[config.mk]
export PLATFORM = sky130hd
export DESIGN_NAME = uart_axil_bridge_flat
export DESIGN_NICKNAME = d
export VERILOG_FILES = /design/src/rtl/uart_axil_bridge_pkg.sv /design/src/rtl/axil_if.sv /design/src/rtl/uart_axil_bridge.sv /design/src/flat_wrapper.sv
export SDC_FILE = /design/constraint.sdc
export NUM_CORES = 1
export LEC_CHECK = 0
export BUFFER_PORTS_ARGS = -buffer_cell sky130_fd_sc_hd__buf_2
export CAP_MARGIN = 10
export CORE_AREA = 2 2 163 117
export CTS_CLUSTER_DIAMETER = 80
export DETAILED_ROUTE_END_ITERATION = 16
export DIE_AREA = 0 0 165 119
export GPL_TIMING_DRIVEN = 1
export HOLD_SLACK_MARGIN = 0.12
export SKIP_CTS_REPAIR_TIMING = 1
export SKIP_LAST_GASP = 1
export SLEW_MARGIN = 20
export SYNTH_ARGS = -nofsm -noshare
export SYNTH_HDL_FRONTEND = slang
export SYNTH_SLANG_ARGS = --single-unit
[constraint.sdc]
create_clock -name clk_i -period 4.36 [get_ports clk_i]
set_input_delay 0 -clock clk_i [delete_from_list [all_inputs] [get_ports clk_i]]
set_output_delay 0 -clock clk_i [all_outputs]
set_load 0.01 [all_outputs]
[src/rtl/uart_axil_bridge_pkg.sv]
// Shared constants and state type for the UART to AXI-Lite command bridge.
package uart_axil_bridge_pkg;

    // Command bytes that open a frame
    localparam logic [7:0] CMD_WR = 8'h57;
    localparam logic [7:0] CMD_RD = 8'h52;

    // Single-byte error replies
    localparam logic [7:0] ST_BADCMD  = 8'hEE;
    localparam logic [7:0] ST_TIMEOUT = 8'hEF;

    typedef enum logic [3:0] {
        StIdle,
        StAddr,
        StData,
        StWrReq,
        StWrResp,
        StRdReq,
        StRdResp,
        StTxStatus,
        StTxData
    } state_e;

    // States in which command bytes are accepted from the receiver
    function automatic logic rx_phase(state_e s);
        return (s == StIdle) || (s == StAddr) || (s == StData);
    endfunction

endpackage

[src/rtl/axil_if.sv]
// AXI4-Lite bus bundle with master and slave views.
interface axil_if #(
    parameter int unsigned ADDR_WIDTH = 32,
    parameter int unsigned DATA_WIDTH = 32
);
    logic [ADDR_WIDTH-1:0]   awaddr;
    logic [2:0]              awprot;
    logic                    awvalid;
    logic                    awready;
    logic [DATA_WIDTH-1:0]   wdata;
    logic [DATA_WIDTH/8-1:0] wstrb;
    logic                    wvalid;
    logic                    wready;
    logic [1:0]              bresp;
    logic                    bvalid;
    logic                    bready;
    logic [ADDR_WIDTH-1:0]   araddr;
    logic [2:0]              arprot;
    logic                    arvalid;
    logic                    arready;
    logic [DATA_WIDTH-1:0]   rdata;
    logic [1:0]              rresp;
    logic                    rvalid;
    logic                    rready;

    modport master (
        output awaddr, awprot, awvalid, wdata, wstrb, wvalid, bready,
        output araddr, arprot, arvalid, rready,
        input  awready, wready, bresp, bvalid, arready, rdata, rresp, rvalid
    );

    modport slave (
        input  awaddr, awprot, awvalid, wdata, wstrb, wvalid, bready,
        input  araddr, arprot, arvalid, rready,
        output awready, wready, bresp, bvalid, arready, rdata, rresp, rvalid
    );
endinterface

[src/rtl/uart_axil_bridge.sv]
// UART byte-stream to AXI-Lite bridge. Frames: cmd, 4 address bytes (MSB first), then 4 data
// bytes for writes. Replies with a status byte, plus 4 read-data bytes for reads.
// Optional feature: define UART_AXIL_BRIDGE_RX_TIMEOUT_EN to abandon partial frames after
// RX_TIMEOUT_CYCLES idle cycles, replying 0xEF.
module uart_axil_bridge
    import uart_axil_bridge_pkg::*;
#(
    parameter int unsigned AXIL_ADDR_WIDTH   = 32,
    parameter int unsigned AXIL_DATA_WIDTH   = 32,
    parameter int unsigned RX_TIMEOUT_CYCLES = 100000
) (
    input  logic       clk_i,
    input  logic       arstn_i,
    input  logic [7:0] rx_data_i,
    input  logic       rx_valid_i,
    output logic       rx_ready_o,
    output logic [7:0] tx_data_o,
    output logic       tx_valid_o,
    input  logic       tx_ready_i,
    axil_if.master     m_axil
);

    state_e                     state_q, state_d;
    logic                       rd_q, rd_d;
    logic [1:0]                 cnt_q, cnt_d;
    logic [AXIL_ADDR_WIDTH-1:0] addr_q, addr_d;
    logic [AXIL_DATA_WIDTH-1:0] data_q, data_d;
    logic [7:0]                 status_q, status_d;
    logic                       aw_done_q, aw_done_d;
    logic                       w_done_q, w_done_d;
    logic                       rx_ready_q;

    logic       rx_fire;
    logic       aw_valid, w_valid, ar_valid, b_ready, r_ready;
    logic       aw_fire, w_fire;
    logic       tx_valid;
    logic [7:0] tx_data;
    logic       timeout;

    assign rx_fire = rx_valid_i && rx_ready_q;

`ifdef UART_AXIL_BRIDGE_RX_TIMEOUT_EN
    localparam int unsigned IdleW = $clog2(RX_TIMEOUT_CYCLES + 1);

    logic [IdleW-1:0] idle_cnt_q, idle_cnt_d;

    // Count consecutive idle cycles while a frame is partially received
    always_comb begin
        idle_cnt_d = '0;
        timeout    = 1'b0;
        if (((state_q == StAddr) || (state_q == StData)) && !rx_fire) begin
            if (idle_cnt_q == IdleW'(RX_TIMEOUT_CYCLES - 1)) begin
                timeout = 1'b1;
            end else begin
                idle_cnt_d = idle_cnt_q + IdleW'(1);
            end
        end
    end

    // Idle counter register
    always_ff @(posedge clk_i or negedge arstn_i) begin
        if (!arstn_i) begin
            idle_cnt_q <= '0;
        end else begin
            idle_cnt_q <= idle_cnt_d;
        end
    end
`else
    logic unused_timeout_cfg;
    assign timeout            = 1'b0;
    assign unused_timeout_cfg = ^RX_TIMEOUT_CYCLES;
`endif

    // Frame decode, AXI sequencing and response serialisation
    always_comb begin
        state_d   = state_q;
        rd_d      = rd_q;
        cnt_d     = cnt_q;
        addr_d    = addr_q;
        data_d    = data_q;
        status_d  = status_q;
        aw_done_d = aw_done_q;
        w_done_d  = w_done_q;
        aw_valid  = 1'b0;
        w_valid   = 1'b0;
        ar_valid  = 1'b0;
        b_ready   = 1'b0;
        r_ready   = 1'b0;
        aw_fire   = 1'b0;
        w_fire    = 1'b0;
        tx_valid  = 1'b0;
        tx_data   = 8'h00;

        unique case (state_q)
            StIdle: begin
                if (rx_fire) begin
                    cnt_d = 2'd0;
                    if (rx_data_i == CMD_WR) begin
                        rd_d    = 1'b0;
                        state_d = StAddr;
                    end else if (rx_data_i == CMD_RD) begin
                        rd_d    = 1'b1;
                        state_d = StAddr;
                    end else begin
                        rd_d     = 1'b0;
                        status_d = ST_BADCMD;
                        state_d  = StTxStatus;
                    end
                end
            end
            StAddr: begin
                if (rx_fire) begin
                    addr_d = {addr_q[AXIL_ADDR_WIDTH-9:0], rx_data_i};
                    cnt_d  = cnt_q + 2'd1;
                    if (cnt_q == 2'd3) begin
                        state_d = rd_q ? StRdReq : StData;
                    end
                end
            end
            StData: begin
                if (rx_fire) begin
                    data_d = {data_q[AXIL_DATA_WIDTH-9:0], rx_data_i};
                    cnt_d  = cnt_q + 2'd1;
                    if (cnt_q == 2'd3) begin
                        aw_done_d = 1'b0;
                        w_done_d  = 1'b0;
                        state_d   = StWrReq;
                    end
                end
            end
            StWrReq: begin
                // AW and W retire independently; leave once both have been taken
                aw_valid = !aw_done_q;
                w_valid  = !w_done_q;
                aw_fire  = aw_valid && m_axil.awready;
                w_fire   = w_valid && m_axil.wready;
                if (aw_fire) begin
                    aw_done_d = 1'b1;
                end
                if (w_fire) begin
                    w_done_d = 1'b1;
                end
                if ((aw_done_q || aw_fire) && (w_done_q || w_fire)) begin
                    state_d = StWrResp;
                end
            end
            StWrResp: begin
                b_ready = 1'b1;
                if (m_axil.bvalid) begin
                    status_d = {6'b0, m_axil.bresp};
                    state_d  = StTxStatus;
                end
            end
            StRdReq: begin
                ar_valid = 1'b1;
                if (m_axil.arready) begin
                    state_d = StRdResp;
                end
            end
            StRdResp: begin
                r_ready = 1'b1;
                if (m_axil.rvalid) begin
                    status_d = {6'b0, m_axil.rresp};
                    data_d   = m_axil.rdata;
                    state_d  = StTxStatus;
                end
            end
            StTxStatus: begin
                tx_valid = 1'b1;
                tx_data  = status_q;
                if (tx_ready_i) begin
                    cnt_d   = 2'd0;
                    state_d = rd_q ? StTxData : StIdle;
                end
            end
            StTxData: begin
                tx_valid = 1'b1;
                tx_data  = data_q[AXIL_DATA_WIDTH-1 -: 8];
                if (tx_ready_i) begin
                    data_d = {data_q[AXIL_DATA_WIDTH-9:0], 8'h00};
                    cnt_d  = cnt_q + 2'd1;
                    if (cnt_q == 2'd3) begin
                        state_d = StIdle;
                    end
                end
            end
            default: begin
                state_d = StIdle;
            end
        endcase

        // Timeout only fires in StAddr/StData, where no AXI traffic is in flight
        if (timeout) begin
            rd_d     = 1'b0;
            cnt_d    = 2'd0;
            status_d = ST_TIMEOUT;
            state_d  = StTxStatus;
        end
    end

    // State and datapath registers
    always_ff @(posedge clk_i or negedge arstn_i) begin
        if (!arstn_i) begin
            state_q    <= StIdle;
            rd_q       <= 1'b0;
            cnt_q      <= 2'd0;
            addr_q     <= '0;
            data_q     <= '0;
            status_q   <= 8'h00;
            aw_done_q  <= 1'b0;
            w_done_q   <= 1'b0;
            rx_ready_q <= 1'b0;
        end else begin
            state_q    <= state_d;
            rd_q       <= rd_d;
            cnt_q      <= cnt_d;
            addr_q     <= addr_d;
            data_q     <= data_d;
            status_q   <= status_d;
            aw_done_q  <= aw_done_d;
            w_done_q   <= w_done_d;
            // Registered so it stays low during reset and rises one cycle after release
            rx_ready_q <= rx_phase(state_d);
        end
    end

    assign rx_ready_o = rx_ready_q;
    assign tx_valid_o = tx_valid;
    assign tx_data_o  = tx_data;

    assign m_axil.awaddr  = addr_q;
    assign m_axil.awprot  = 3'b000;
    assign m_axil.awvalid = aw_valid;
    assign m_axil.wdata   = data_q;
    assign m_axil.wstrb   = '1;
    assign m_axil.wvalid  = w_valid;
    assign m_axil.bready  = b_ready;
    assign m_axil.araddr  = addr_q;
    assign m_axil.arprot  = 3'b000;
    assign m_axil.arvalid = ar_valid;
    assign m_axil.rready  = r_ready;

endmodule

[src/flat_wrapper.sv]
// flat-port wrapper written by rule: the top's interface ports become plain ports
module uart_axil_bridge_flat import uart_axil_bridge_pkg::*;
#(
    parameter int unsigned AXIL_ADDR_WIDTH   = 32,
    parameter int unsigned AXIL_DATA_WIDTH   = 32,
    parameter int unsigned RX_TIMEOUT_CYCLES = 100000
)
  (clk_i, arstn_i, rx_data_i, rx_valid_i, rx_ready_o, tx_data_o, tx_valid_o, tx_ready_i, m_axil_awaddr, m_axil_awprot, m_axil_awvalid, m_axil_wdata, m_axil_wstrb, m_axil_wvalid, m_axil_bready, m_axil_araddr, m_axil_arprot, m_axil_arvalid, m_axil_rready, m_axil_awready, m_axil_wready, m_axil_bresp, m_axil_bvalid, m_axil_arready, m_axil_rdata, m_axil_rresp, m_axil_rvalid);
  axil_if #(.ADDR_WIDTH(32), .DATA_WIDTH(32)) m_axil_i ();
  input  logic clk_i;
  input  logic arstn_i;
  input  logic [7:0] rx_data_i;
  input  logic rx_valid_i;
  output logic rx_ready_o;
  output logic [7:0] tx_data_o;
  output logic tx_valid_o;
  input  logic tx_ready_i;
  output wire logic [$bits(m_axil_i.awaddr)-1:0] m_axil_awaddr;
  output wire logic [$bits(m_axil_i.awprot)-1:0] m_axil_awprot;
  output wire logic [$bits(m_axil_i.awvalid)-1:0] m_axil_awvalid;
  output wire logic [$bits(m_axil_i.wdata)-1:0] m_axil_wdata;
  output wire logic [$bits(m_axil_i.wstrb)-1:0] m_axil_wstrb;
  output wire logic [$bits(m_axil_i.wvalid)-1:0] m_axil_wvalid;
  output wire logic [$bits(m_axil_i.bready)-1:0] m_axil_bready;
  output wire logic [$bits(m_axil_i.araddr)-1:0] m_axil_araddr;
  output wire logic [$bits(m_axil_i.arprot)-1:0] m_axil_arprot;
  output wire logic [$bits(m_axil_i.arvalid)-1:0] m_axil_arvalid;
  output wire logic [$bits(m_axil_i.rready)-1:0] m_axil_rready;
  input wire logic [$bits(m_axil_i.awready)-1:0] m_axil_awready;
  input wire logic [$bits(m_axil_i.wready)-1:0] m_axil_wready;
  input wire logic [$bits(m_axil_i.bresp)-1:0] m_axil_bresp;
  input wire logic [$bits(m_axil_i.bvalid)-1:0] m_axil_bvalid;
  input wire logic [$bits(m_axil_i.arready)-1:0] m_axil_arready;
  input wire logic [$bits(m_axil_i.rdata)-1:0] m_axil_rdata;
  input wire logic [$bits(m_axil_i.rresp)-1:0] m_axil_rresp;
  input wire logic [$bits(m_axil_i.rvalid)-1:0] m_axil_rvalid;
  assign m_axil_awaddr = m_axil_i.awaddr;
  assign m_axil_awprot = m_axil_i.awprot;
  assign m_axil_awvalid = m_axil_i.awvalid;
  assign m_axil_wdata = m_axil_i.wdata;
  assign m_axil_wstrb = m_axil_i.wstrb;
  assign m_axil_wvalid = m_axil_i.wvalid;
  assign m_axil_bready = m_axil_i.bready;
  assign m_axil_araddr = m_axil_i.araddr;
  assign m_axil_arprot = m_axil_i.arprot;
  assign m_axil_arvalid = m_axil_i.arvalid;
  assign m_axil_rready = m_axil_i.rready;
  assign m_axil_i.awready = m_axil_awready;
  assign m_axil_i.wready = m_axil_wready;
  assign m_axil_i.bresp = m_axil_bresp;
  assign m_axil_i.bvalid = m_axil_bvalid;
  assign m_axil_i.arready = m_axil_arready;
  assign m_axil_i.rdata = m_axil_rdata;
  assign m_axil_i.rresp = m_axil_rresp;
  assign m_axil_i.rvalid = m_axil_rvalid;
  uart_axil_bridge #(.AXIL_ADDR_WIDTH(AXIL_ADDR_WIDTH), .AXIL_DATA_WIDTH(AXIL_DATA_WIDTH), .RX_TIMEOUT_CYCLES(RX_TIMEOUT_CYCLES)) u_core (.clk_i(clk_i), .arstn_i(arstn_i), .rx_data_i(rx_data_i), .rx_valid_i(rx_valid_i), .rx_ready_o(rx_ready_o), .tx_data_o(tx_data_o), .tx_valid_o(tx_valid_o), .tx_ready_i(tx_ready_i), .m_axil(m_axil_i));
endmodule
; ---- After elaboration in Yosys (flattened, before gate mapping)
; Index checks and enable logic that the tools add are counted.
[classes]
n_addsub = 1
eq_ne = 25
mux = 47
n_reduce_logical = 25
[ops]
columns = operator, count
row1 = two-way mux 32 bit, 3
row2 = case mux 32 bit (3 select lines), 1
row3 = two-way mux 4 bit, 14
row4 = two-way mux 8 bit, 5
row5 = case mux 4 bit (9 select lines), 1
row6 = case mux 8 bit (3 select lines), 1
row7 = == test 4 x 3 -> 1 bit (second input constant), 4
row8 = == test 8 x 7 -> 1 bit (second input constant), 2
row9 = case mux 8 bit (2 select lines), 1
row10 = == test 4 x 2 -> 1 bit (second input constant), 3
row11 = two-way mux 1 bit, 12
row12 = != test 2 x 1 -> 1 bit (second input constant), 6
row13 = != test 2 bit (second input constant), 6
row14 = AND reduction 4 bit, 3
row15 = == test 4 x 1 -> 1 bit (second input constant), 2
row16 = logical NOT 4 bit, 2
row17 = two-way mux 2 bit, 4
row18 = case mux 2 bit (4 select lines), 1
row19 = two-way mux 3 bit, 2
row20 = AND reduction 6 bit, 1
row21 = nonzero test 3 bit, 2
row22 = AND reduction 5 bit, 1
row23 = == test 4 bit (second input constant), 1
row24 = logical AND 1 bit, 4
row25 = other kinds (9), 16
[word_totals]
elab_cells = 107
input_bits = 53
output_inout_bits = 121
ff_bits = 82

; ---- Logic depth before layout (Yosys ltp)
; Gate-level depths: netlist of the first run.
[logic_depth]
word_depth = 9
ltp_mapped = 6
depth_no_buf = 5

; ---- Least setup slack after synthesis of the first run
; No wires, ideal clock.
[synth_timing]
path_kind = reg2reg
startpoint = register u_core.state_q[0]
endpoint = register u_core.data_q[23] (netlist: u_core.m_axil.wdata[23])
setup_ns = 0.125
arrival_time_ns = 1.630
t_required_ns = 4.235
setup_slack_ns = 2.606
path_buffers = 2
synth_period_minus_slack_ns = 1.754
path_stages_with_launch = 6
cell_sequence = dfrtp_1 -> nor4bb_2 -> buf_6 -> buf_6 -> mux2_2 -> mux2_2
[synth_via]
elab_chain_len = 3
word_cells_on_any_way = 9
classes_between = eq/ne (6) / mux (1) / reduce/logical (2)
[synth_lines]
columns = element, line
row1 = from (decl), uart_axil_bridge.sv:23  ; state_e state_q, state_d;
row2 = from (signal assigned), uart_axil_bridge.sv:204  ; state_q <= StIdle;
row3 = from (signal assigned), uart_axil_bridge.sv:214  ; state_q <= state_d;
row4 = == test 4 bit (tied with other cells), uart_axil_bridge.sv:94  ; unique case (state_q)
row5 = != test 2 bit (no source line) (tied with other cells), n/a
row6 = AND reduction 4 bit (no source line), n/a
row7 = to (signal assigned), uart_axil_bridge.sv:218  ; data_q <= data_d;
row8 = to (decl), uart_axil_bridge.sv:27  ; logic [AXIL_DATA_WIDTH-1:0] data_q, data_d;
; Parallel ways exist; a longest one is shown, timed or not.
; A chain may end at the register's enable or synchronous reset.

; ---- Worst setup path in the final report of the first run
[layout_timing]
startpoint = register u_core.state_q[1]
endpoint = register u_core.data_q[12] (netlist: u_core.m_axil.wdata[12])
; The elaborated chain is that of the path after synthesis.

==> results.yml, run 1 <==
routing:
  drtIter0Drc: 102
  firstDrtPassIters: 4
  wl_met2_um: 5150
  wl_met1_um: 5070
  dr_wl_met3_um: 751
  drc: 0
  avgViaCountPerCell: 4.19
  vias: 3166
  wirelength_um: 11100
  postRouteAntennaNets: 0
  routedWlPerCell_um: 14.7
  dr.max_layer_used: "met4"
critical_path:
  path_max_fanout: 32
  worstSetupStartpointType: "register"
  r2r_cells: 3
  worstPathRequired_ns: 4.58
  crit_arrival_ns: 3.03
  rrSetupSlack_ns: 1.55
  r2r-end: "u_core.m_axil.wdata[12]"
  crit_start: "u_core.state_q[1]"
  r2r-start: "u_core.state_q[1]"
  cp-endpoint: "u_core.m_axil.wdata[12]"
  crit_type: "register to register"
  critPathCaptureType: "register"
yosys:
  syn_avg_cell_area_um2: 12.4
  synthFlopType: "dfrtp_1"
  syn-cell-area_um2: 4110
  synth_edf_count: 0
  yosys_register_bits: 77
  postSynthCellCount: 333
  synth-async-reset-ratio: 1.00
  seq_area_frac_synth: 0.469
  ys_types: 50
  yosys_warnings: 0
floorplanning:
  dieArea_um2: 19600
  core_um2: 18300
  core.rowCount: 42
  start_util: 0.224
  die_h_um: 119
  die_w_um: 165
  io_pins: 174
sta:
  hold_viol: 0
  slew_viol_final: 0
  skew_ns: 0.00474
  worst_slack_ns: 1.55
  relSlewSlack: 0.407
  period_minus_slack_ns: 2.81
  finalCritPeriodShare: 0.645
  worstMarginPinSlew_ns: 0.890
  clock.fmax_ghz: 0.355
  setup_viol: 0
  timing.setup.tns_ns: 0
  rsz0062_at_grt: "false"
final_layout:
  fillers: 1888
  syn2layout_area_growth_pct: 37.8
  postLayoutCoreUtil: 0.309
  diodes: 0
  nets: 564
  drive_above_1_share: 0.518
  fin_area_um2: 5670
worst_hold_path:
  hold_path_class: "input pin to register"
cts:
  worstSkewPairLatency_ns: 0.34
  cts.sink_count: 77
  cts_root_buf: "clkbuf_16"
  cts.path.max_buffers: 2
  tritoncts: "built"
  cts_buffers: 9
  h-tree-depth: 3
  clk_pin_slew_ns: 0.06
pwr:
  leakage_uw: 0.00288
  p_per_area_nw_per_um2: 618
  max-vdd-ir-drop_uv: 205
placed_design:
  portBuffers: 163
  placed_area_um2: 4850
  finalWeightedCongestion: 0.797
  preCtsSetupSlack_ns: 1.53
  place_hpwl_um: 7570
grt:
  grt_antenna_before_repair: 0
  overflow: 0
  grt_pass1_vias: 2781
  grt_pass1_wl_um: 15900
  grt_max_degree: 78
  grt_usage: 0.107
run:
  drv_cap: 0
run_status:
  status: "completed"
## cells by family after synthesis
| logic type | synth area share |
|---|---|
| XOR/XNOR | 0.00213 |
| AND/OR/NAND/NOR | 0.0922 |
| AO/OA/AOI/OAI | 0.0636 |
| multiplexers | 0.254 |
| adder cells (fa/ha/maj) | 0.00608 |
| buffers and inverters | 0.112 |
| flip-flops | 0.469 |
| other | 0.00183 |
## cell type report
| type | count | area (um2) | share of cell area |
|---|---|---|---|
| Inverter | 6 | 22.5 | 0.00397 |
| Clock buffer | 13 | 270 | 0.0477 |
| Multi-Input combinational cell | 200 | 1770 | 0.311 |
| Tap cell | 242 | 303 | 0.0534 |
| Timing Repair Buffer | 215 | 1340 | 0.236 |
| Clock inverter | 3 | 42.5 | 0.00751 |
| Sequential cell | 77 | 1930 | 0.340 |
## stage by stage
step,total power [uW],hold slack (ns),instances
after floorplan,2280,-0.296,341
after global placement,2690,0.244,690
after detailed placement,2700,0.236,690
after CTS,3510,-0.138,706
after global routing,3740,0.203,756
final,3500,0.186,756
## routing by layer
layer	GRT usage	up-vias
met5	0	-
met4	0.0337	0
met3	0.0387	11
met2	0.154	118
met1	0.148	1540
li1	-	1497
## cell usage after synthesis, types with 3 or more instances
library cell / count / area, um2
dfrtp_1: 77 / 1930
mux2_2: 77 / 867
buf_4: 51 / 383
nand2_1: 19 / 71.3
mux2_1: 14 / 158
a22o_1: 11 / 96.3
nor2_1: 11 / 41.3
a21oi_1: 6 / 30.0
inv_1: 6 / 22.5
buf_2: 4 / 20.0
buf_6: 3 / 33.8
or3_1: 3 / 18.8
## sequential cells by signal, summed over array words and instances (netlist names)
signal	cells
u_core.m_axil.araddr	32
u_core.m_axil.wdata	32
u_core.state_q	4
u_core.status_q	3
u_core.cnt_q	2
u_core.aw_done_q	1
u_core.rd_q	1
u_core.rx_ready_o	1
u_core.w_done_q	1
## placed cells by master (no fill, tap or decap), types with 2 or more instances in the layout
cell and n:
a21oi_1 6, a22o_1 11, and4bb_2 2, buf_2 162
buf_4 2, clkbuf_16 9, clkbuf_8 3, conb_1 10
dfrtp_1 77, dlygate4sd3_1 50, ha_1 2, inv_1 6
mux2_1 14, mux2_2 77, mux2i_1 2, nand2_1 19
nand2b_1 2, nand3_1 2, nand3b_1 2, nand4_1 2
nor2_1 11, nor2b_1 2, nor4bb_1 2, o21ai_0 2
o221ai_1 2, o41ai_1 2, or3_1 3
## how the worst min path moves through the flow
stage | slack (ns) | cells past startpoint | end | from
finish | 0.19 | 5 | u_core.state_q[1] | m_axil_arready
global route | 0.20 | 5 | u_core.state_q[0] | m_axil_arready
CTS | -0.14 | 1 | u_core.m_axil.wdata[9] | arstn_i
detailed placement | 0.24 | 1 | u_core.m_axil.wdata[9] | arstn_i
global placement | 0.24 | 1 | u_core.m_axil.wdata[9] | arstn_i
floorplan | -0.30 | 0 | u_core.aw_done_q | arstn_i
## power breakdown
part	leakage (uW)	internal [uW]	switching, uW
clock	0.000152	489	291
sequential	0.000984	989	289
combinational	0.00174	771	673
## worst max-delay path, cell delays in order, from the launching register on
cell,delay (ns)
dfrtp_1,0.60
nor4b_4,0.83
a32o_2,0.82
mux2_2,0.42
No activity file was read; power rests on OpenSTA's default activity.
==> inputs of run 2 (changes only) <==
--- a/config.mk
+++ b/config.mk
@@ -5,12 +5,13 @@
 export SDC_FILE = /design/constraint.sdc
 export NUM_CORES = 1
 export LEC_CHECK = 0
+export ABC_AREA = 1
 export BUFFER_PORTS_ARGS = -buffer_cell sky130_fd_sc_hd__buf_2
 export CAP_MARGIN = 10
-export CORE_AREA = 2 2 163 117
+export CORE_AREA = 2 2 166 119
 export CTS_CLUSTER_DIAMETER = 80
 export DETAILED_ROUTE_END_ITERATION = 16
-export DIE_AREA = 0 0 165 119
+export DIE_AREA = 0 0 168 121
 export GPL_TIMING_DRIVEN = 1
 export HOLD_SLACK_MARGIN = 0.12
 export SKIP_CTS_REPAIR_TIMING = 1
==> constraint.sdc (replaced) <==
create_clock -name clk_i -period 2.9 [get_ports clk_i]
set_input_delay 0 -clock clk_i [delete_from_list [all_inputs] [get_ports clk_i]]
set_output_delay 0 -clock clk_i [all_outputs]
set_load 0.01 [all_outputs]
==> results.yml, run 2 <==
pwr:
  p_seq_frac: 0.326
  p_switching_uw: 2720
  leakage_uw: 0.00323
  comb_power_share: 0.485
  p_clk_frac: 0.189
  p_per_area_nw_per_um2: 1060
  sw_frac_of_total: 0.436
  max-vdd-ir-drop_uv: 435
  intPower_uw: 3510
worst_hold_path:
  min_delay_path_depth: 5
  hold_path_class: "input pin to register"
  hold_end: "u_core.status_q[1]"
  worst_hold_startpoint: "m_axil_bvalid"
routing:
  drtIter0Drc: 295
  avgViaCountPerCell: 4.17
  postRouteAntennaNets: 0
  wirelength_um: 12500
  routedWlPerCell_um: 13.7
  firstDrtPassIters: 4
  drc: 0
  vias: 3795
yosys:
  yosys.area_share.simple: 0.204
  seq_area_frac_synth: 0.456
  synth-compound-area-share: 0.114
  yosys_warnings: 0
  syn_avg_cell_area_um2: 8.90
  ys_top_cells_by_area: "dfrtp_1, nand2_1, buf_4"
  yosysTopAreaCell: "dfrtp_1"
  synth_xor_area_frac: 0
  synthFlopType: "dfrtp_1"
  syn-cell-area_um2: 4230
  synth_top_area_frac: 0.456
  muxShareOfSynthArea: 0.0755
  postSynthCellCount: 475
  ys_top_cells_by_count: "nand2_1, dfrtp_1, buf_4"
  yosysMostFrequentCell: "nand2_1"
  ys_types: 33
  synth_edf_count: 0
  synth-async-reset-ratio: 1.00
  synth_top_family_by_area: "simple AND/OR/NAND/NOR gates"
  yosys_register_bits: 77
  synth-adder-area-share: 0.00592
sta:
  clock.fmax_ghz: 0.385
  rsz0062_at_grt: "false"
  finalCritPeriodShare: 0.895
  hold_slack_ns: 0.155
  period_minus_slack_ns: 2.59
  skew_ns: 0.0132
  relSlewSlack: 0.488
  timing.setup.tns_ns: 0
  slew_viol_final: 0
  setup_viol: 0
  hold_viol: 0
  worst_slack_ns: 0.305
  worstMarginPinSlew_ns: 0.768
grt:
  top_usage_layer: "met1"
  grt_antenna_before_repair: 0
  grt_pass1_wl_um: 18400
  grt_pass1_vias: 3327
  overflow: 0
  met1_usage: 0.171
  use_met3: 0.0391
  grt_usage: 0.118
  grt.met2_usage: 0.167
  grt_max_degree: 57
critical_path:
  path_cells: "inv_2 > nor2_4 > nand2_2 > buf_4 > clkinv_1 > nand2_1 > o21ai_0 > dlygate4sd3_1 > nand2_1 > nand2_1"
  crit_type: "register to register"
  path_max_fanout: 28
  worstSetupStartpointType: "register"
  cp_num_buf_inv: 4
  r2r-end: "u_core.m_axil.wdata[0]"
  rrSetupSlack_ns: 0.31
  worstPathRequired_ns: 3.14
  cp_top_family: "buffers and inverters"
  critPathCaptureType: "register"
  r2r-start: "u_core.state_q[2]"
  crit_top_cell: "nand2_1"
  cp_slowest_cell: "dlygate4sd3_1"
  r2r_cells: 10
  slowest_delay_ns: 0.56
  crit_arrival_ns: 2.83
final_layout:
  syn2layout_area_growth_pct: 38.8
  fin_area_um2: 5870
  final_common_cell: "buf_2"
  fillers: 1952
  drive_above_1_share: 0.385
  nets: 718
  diodes: 0
  mostFrequentLayoutCells: "buf_2, nand2_1, dfrtp_1, dlygate4sd3_1, inv_1"
  multiInputGateArea_um2: 1740
  seq_area_um2: 1930
cts:
  h-tree-depth: 3
  tritoncts: "built"
  worstSkewPairLatency_ns: 0.34
  cts_root_buf: "clkbuf_16"
  cts.path.max_buffers: 2
  cts.sink_count: 77
  clk_pin_slew_ns: 0.06
  cts_buffers: 9
floorplanning:
  start_util: 0.227
  io_pins: 174
  core_um2: 18700
  core.rowCount: 42
  die_h_um: 121
  dieArea_um2: 20300
  die_w_um: 168
placed_design:
  portBuffers: 163
  placed_area_um2: 5030
  place_hpwl_um: 8980
  finalWeightedCongestion: 0.828
  preCtsSetupSlack_ns: 0.678
run_status:
  status: "completed"
run:
  drv_cap: 0
-- run 2: kinds of logic (layout without fill, tap and decap cells) --
logic type / after synthesis / after routing
buffers and inverters: 98 / 283
adders and majority gates: 2 / 2
muxes: 31 / 31
other: 2 / 10
and+or+nand+nor: 189 / 189
AOI/OAI and AO/OA: 76 / 76
DFF: 77 / 77
-- run 2: power groups by stage --
stage          sequential, uW  combinational [uW]  clock, uW
3_5_place_dp             2050                2950          0
2_1_floorplan            2140                2100          0
6_report                 2030                3020       1180
4_1_cts                  2040                2960       1220
3_3_place_gp             2050                2920          0
5_1_grt                  2110                3360       1270
-- run 2: how the worst max path moves through the flow --
stage               depth (start not counted)         startpoint                      end
floorplan                                   8  u_core.state_q[1]  u_core.m_axil.wdata[31]
global placement                            6  u_core.state_q[1]   u_core.m_axil.wdata[9]
detailed placement                          6  u_core.state_q[1]   u_core.m_axil.wdata[9]
CTS                                         6  u_core.state_q[2]            m_axil_rready
global route                               10  u_core.state_q[2]   u_core.m_axil.wdata[0]
finish                                     10  u_core.state_q[2]   u_core.m_axil.wdata[0]
-- run 2: cell type report --
class	instances	area share
Clock buffer	10	0.0407
Clock inverter	6	0.0122
Inverter	41	0.0262
Multi-Input combinational cell	308	0.296
Sequential cell	77	0.328
Tap cell	242	0.0516
Timing Repair Buffer	226	0.245
-- run 2: worst min-delay path, cell delays in order --
cell and delay, ns:
buf_2 0.11, o21ai_0 0.15, nor2_1 0.07, nand3b_1 0.08
nand2_1 0.05
-- run 2: per-stage QoR --
stage                      util  instances  power [uW]
after floorplan               -        483        4240
after global placement    0.269        841        4970
after detailed placement  0.269        841        5000
after CTS                 0.286        857        6220
after global routing      0.314        910        6740
final                     0.314        910        6230
-- run 2: routing by layer --
layer | vias to the layer above | part of all wire
li1 | 1866 | -
met3 | 9 | 0.072
met5 | - | 0
met4 | 0 | 0.0074
met1 | 1794 | 0.48
met2 | 126 | 0.44
==> inputs of run 3 (changes only) <==
--- a/config.mk
+++ b/config.mk
@@ -6,12 +6,12 @@
 export NUM_CORES = 1
 export LEC_CHECK = 0
 export ABC_AREA = 1
-export BUFFER_PORTS_ARGS = -buffer_cell sky130_fd_sc_hd__buf_2
 export CAP_MARGIN = 10
 export CORE_AREA = 2 2 166 119
 export CTS_CLUSTER_DIAMETER = 80
 export DETAILED_ROUTE_END_ITERATION = 16
 export DIE_AREA = 0 0 168 121
+export DONT_BUFFER_PORTS = 1
 export GPL_TIMING_DRIVEN = 1
 export HOLD_SLACK_MARGIN = 0.12
 export SKIP_CTS_REPAIR_TIMING = 1
==> results.yml, run 3 (synthesized netlist as in run 2, its figures left out) <==
pwr:
  p_per_area_nw_per_um2: 1120
  p_clk_frac: 0.204
  leakage_uw: 0.00251
  p_switching_uw: 2590
  p_seq_frac: 0.428
  max-vdd-ir-drop_uv: 347
  comb_power_share: 0.368
  sw_frac_of_total: 0.459
  intPower_uw: 3050
final_layout:
  nets: 552
  mostFrequentLayoutCells: "nand2_1, dfrtp_1, dlygate4sd3_1, inv_1, nand2_2"
  diodes: 0
  syn2layout_area_growth_pct: 19.5
  drive_above_1_share: 0.177
  final_common_cell: "nand2_1"
  fin_cells: 744
placed_design:
  place_hpwl_um: 8360
  finalWeightedCongestion: 0.853
  portBuffers: 0
  placed_cells: 672
sta:
  finalCritPeriodShare: 0.833
  skew_ns: 0.00663
  rsz0062_at_grt: "false"
  period_minus_slack_ns: 2.42
  clock.fmax_ghz: 0.414
  setup_viol: 0
  slew_viol_final: 0
  hold_viol: 0
  timing.setup.tns_ns: 0
floorplanning:
  core_um2: 18700
  die_w_um: 168
  dieArea_um2: 20300
  io_pins: 174
  die_h_um: 121
  start_util: 0.227
  core.rowCount: 42
critical_path:
  path_max_fanout: 9
  worstPathRequired_ns: 3.13
  worstSetupStartpointType: "register"
  critPathCaptureType: "register"
  rrSetupSlack_ns: 0.48
  crit_arrival_ns: 2.65
  crit_type: "register to register"
grt:
  grt_pass1_vias: 2929
  grt_antenna_before_repair: 0
  grt_usage: 0.113
  overflow: 0
  grt_pass1_wl_um: 17100
  grt_max_degree: 78
run:
  drv_cap: 0
cts:
  cts_buffers: 9
  cts_root_buf: "clkbuf_16"
  cts.sink_count: 77
  cts.path.max_buffers: 2
  worstSkewPairLatency_ns: 0.34
  h-tree-depth: 3
  clk_pin_slew_ns: 0.06
  tritoncts: "built"
routing:
  routedWlPerCell_um: 15.7
  vias: 3235
  drc: 0
  firstDrtPassIters: 4
  avgViaCountPerCell: 4.35
  drtIter0Drc: 188
  wirelength_um: 11700
  postRouteAntennaNets: 0
run_status:
  status: "completed"
worst_hold_path:
  hold_path_class: "input pin to register"
## run 3: cell types whose count changed in the layout (fill, tap and decap cells not counted), moves of 2 or more
cell / previous run / this run
dlygate4sd3_1: 53 / 55
clkinvlp_4: 1 / 3
buf_4: 10 / 2
buf_2: 162 / 0
## run 3: power by group through the flow
stage          Combinational, uW  Sequential, uW  Clock (uW)
2_1_floorplan               2100            2140           0
3_3_place_gp                1890            2450           0
3_5_place_dp                1940            2450           0
4_1_cts                     1940            2430        1220
5_1_grt                     2360            2510        1250
6_report                    2070            2420        1150
## run 3: final timing paths
| path | startpoint | endpoint | cells past startpoint |
|---|---|---|---|
| min in group asynchronous | arstn_i | u_core.m_axil.wdata[7] | 2 |
| hold / removal | tx_ready_i | u_core.cnt_q[0] | 4 |
| setup reg to reg | u_core.state_q[3] | u_core.status_q[1] | 7 |
| setup / recovery | u_core.state_q[3] | u_core.status_q[1] | 7 |
| hold reg to reg | u_core.status_q[6] | u_core.status_q[6] | 2 |
| max in group asynchronous | arstn_i | u_core.w_done_q | 2 |
## run 3: area by class of cell
type,count,area [um2]
Timing Repair Buffer,60,633
Multi-Input combinational cell,308,1740
Tap cell,242,303
Inverter,41,154
Sequential cell,77,1930
Clock inverter,7,75.1
Clock buffer,9,225
Fill cell,2008,13600
## run 3: per-stage QoR
stage / worst slack (ns) / utilization / hold WS (ns) / power (uW) / cell area, um2
6_report: 0.485 / 0.271 / 0.121 / 5640 / 5050
5_1_grt: 0.298 / 0.271 / 0.144 / 6110 / 5050
4_1_cts: 0.874 / 0.240 / -0.679 / 5590 / 4480
3_5_place_dp: 0.897 / 0.224 / -0.294 / 4390 / 4180
3_3_place_gp: 0.941 / 0.224 / -0.292 / 4340 / 4180
2_1_floorplan: 1.34 / - / -0.296 / 4240 / 4260
## run 3: critical path, stage by stage, from the launching register on
cell and delay [ns]:
dfrtp_1 0.45, nor2_4 0.27, nand2_2 0.19, o22ai_1 0.14, dlygate4sd3_1 0.56, nand3b_1 0.10
dlygate4sd3_1 0.55, nand2_1 0.05
## run 3: metal layers
metal  share of wire  GRT usage
met5               0          0
met2            0.45      0.164
met1            0.46      0.150
met4           0.013     0.0402
met3           0.078     0.0470
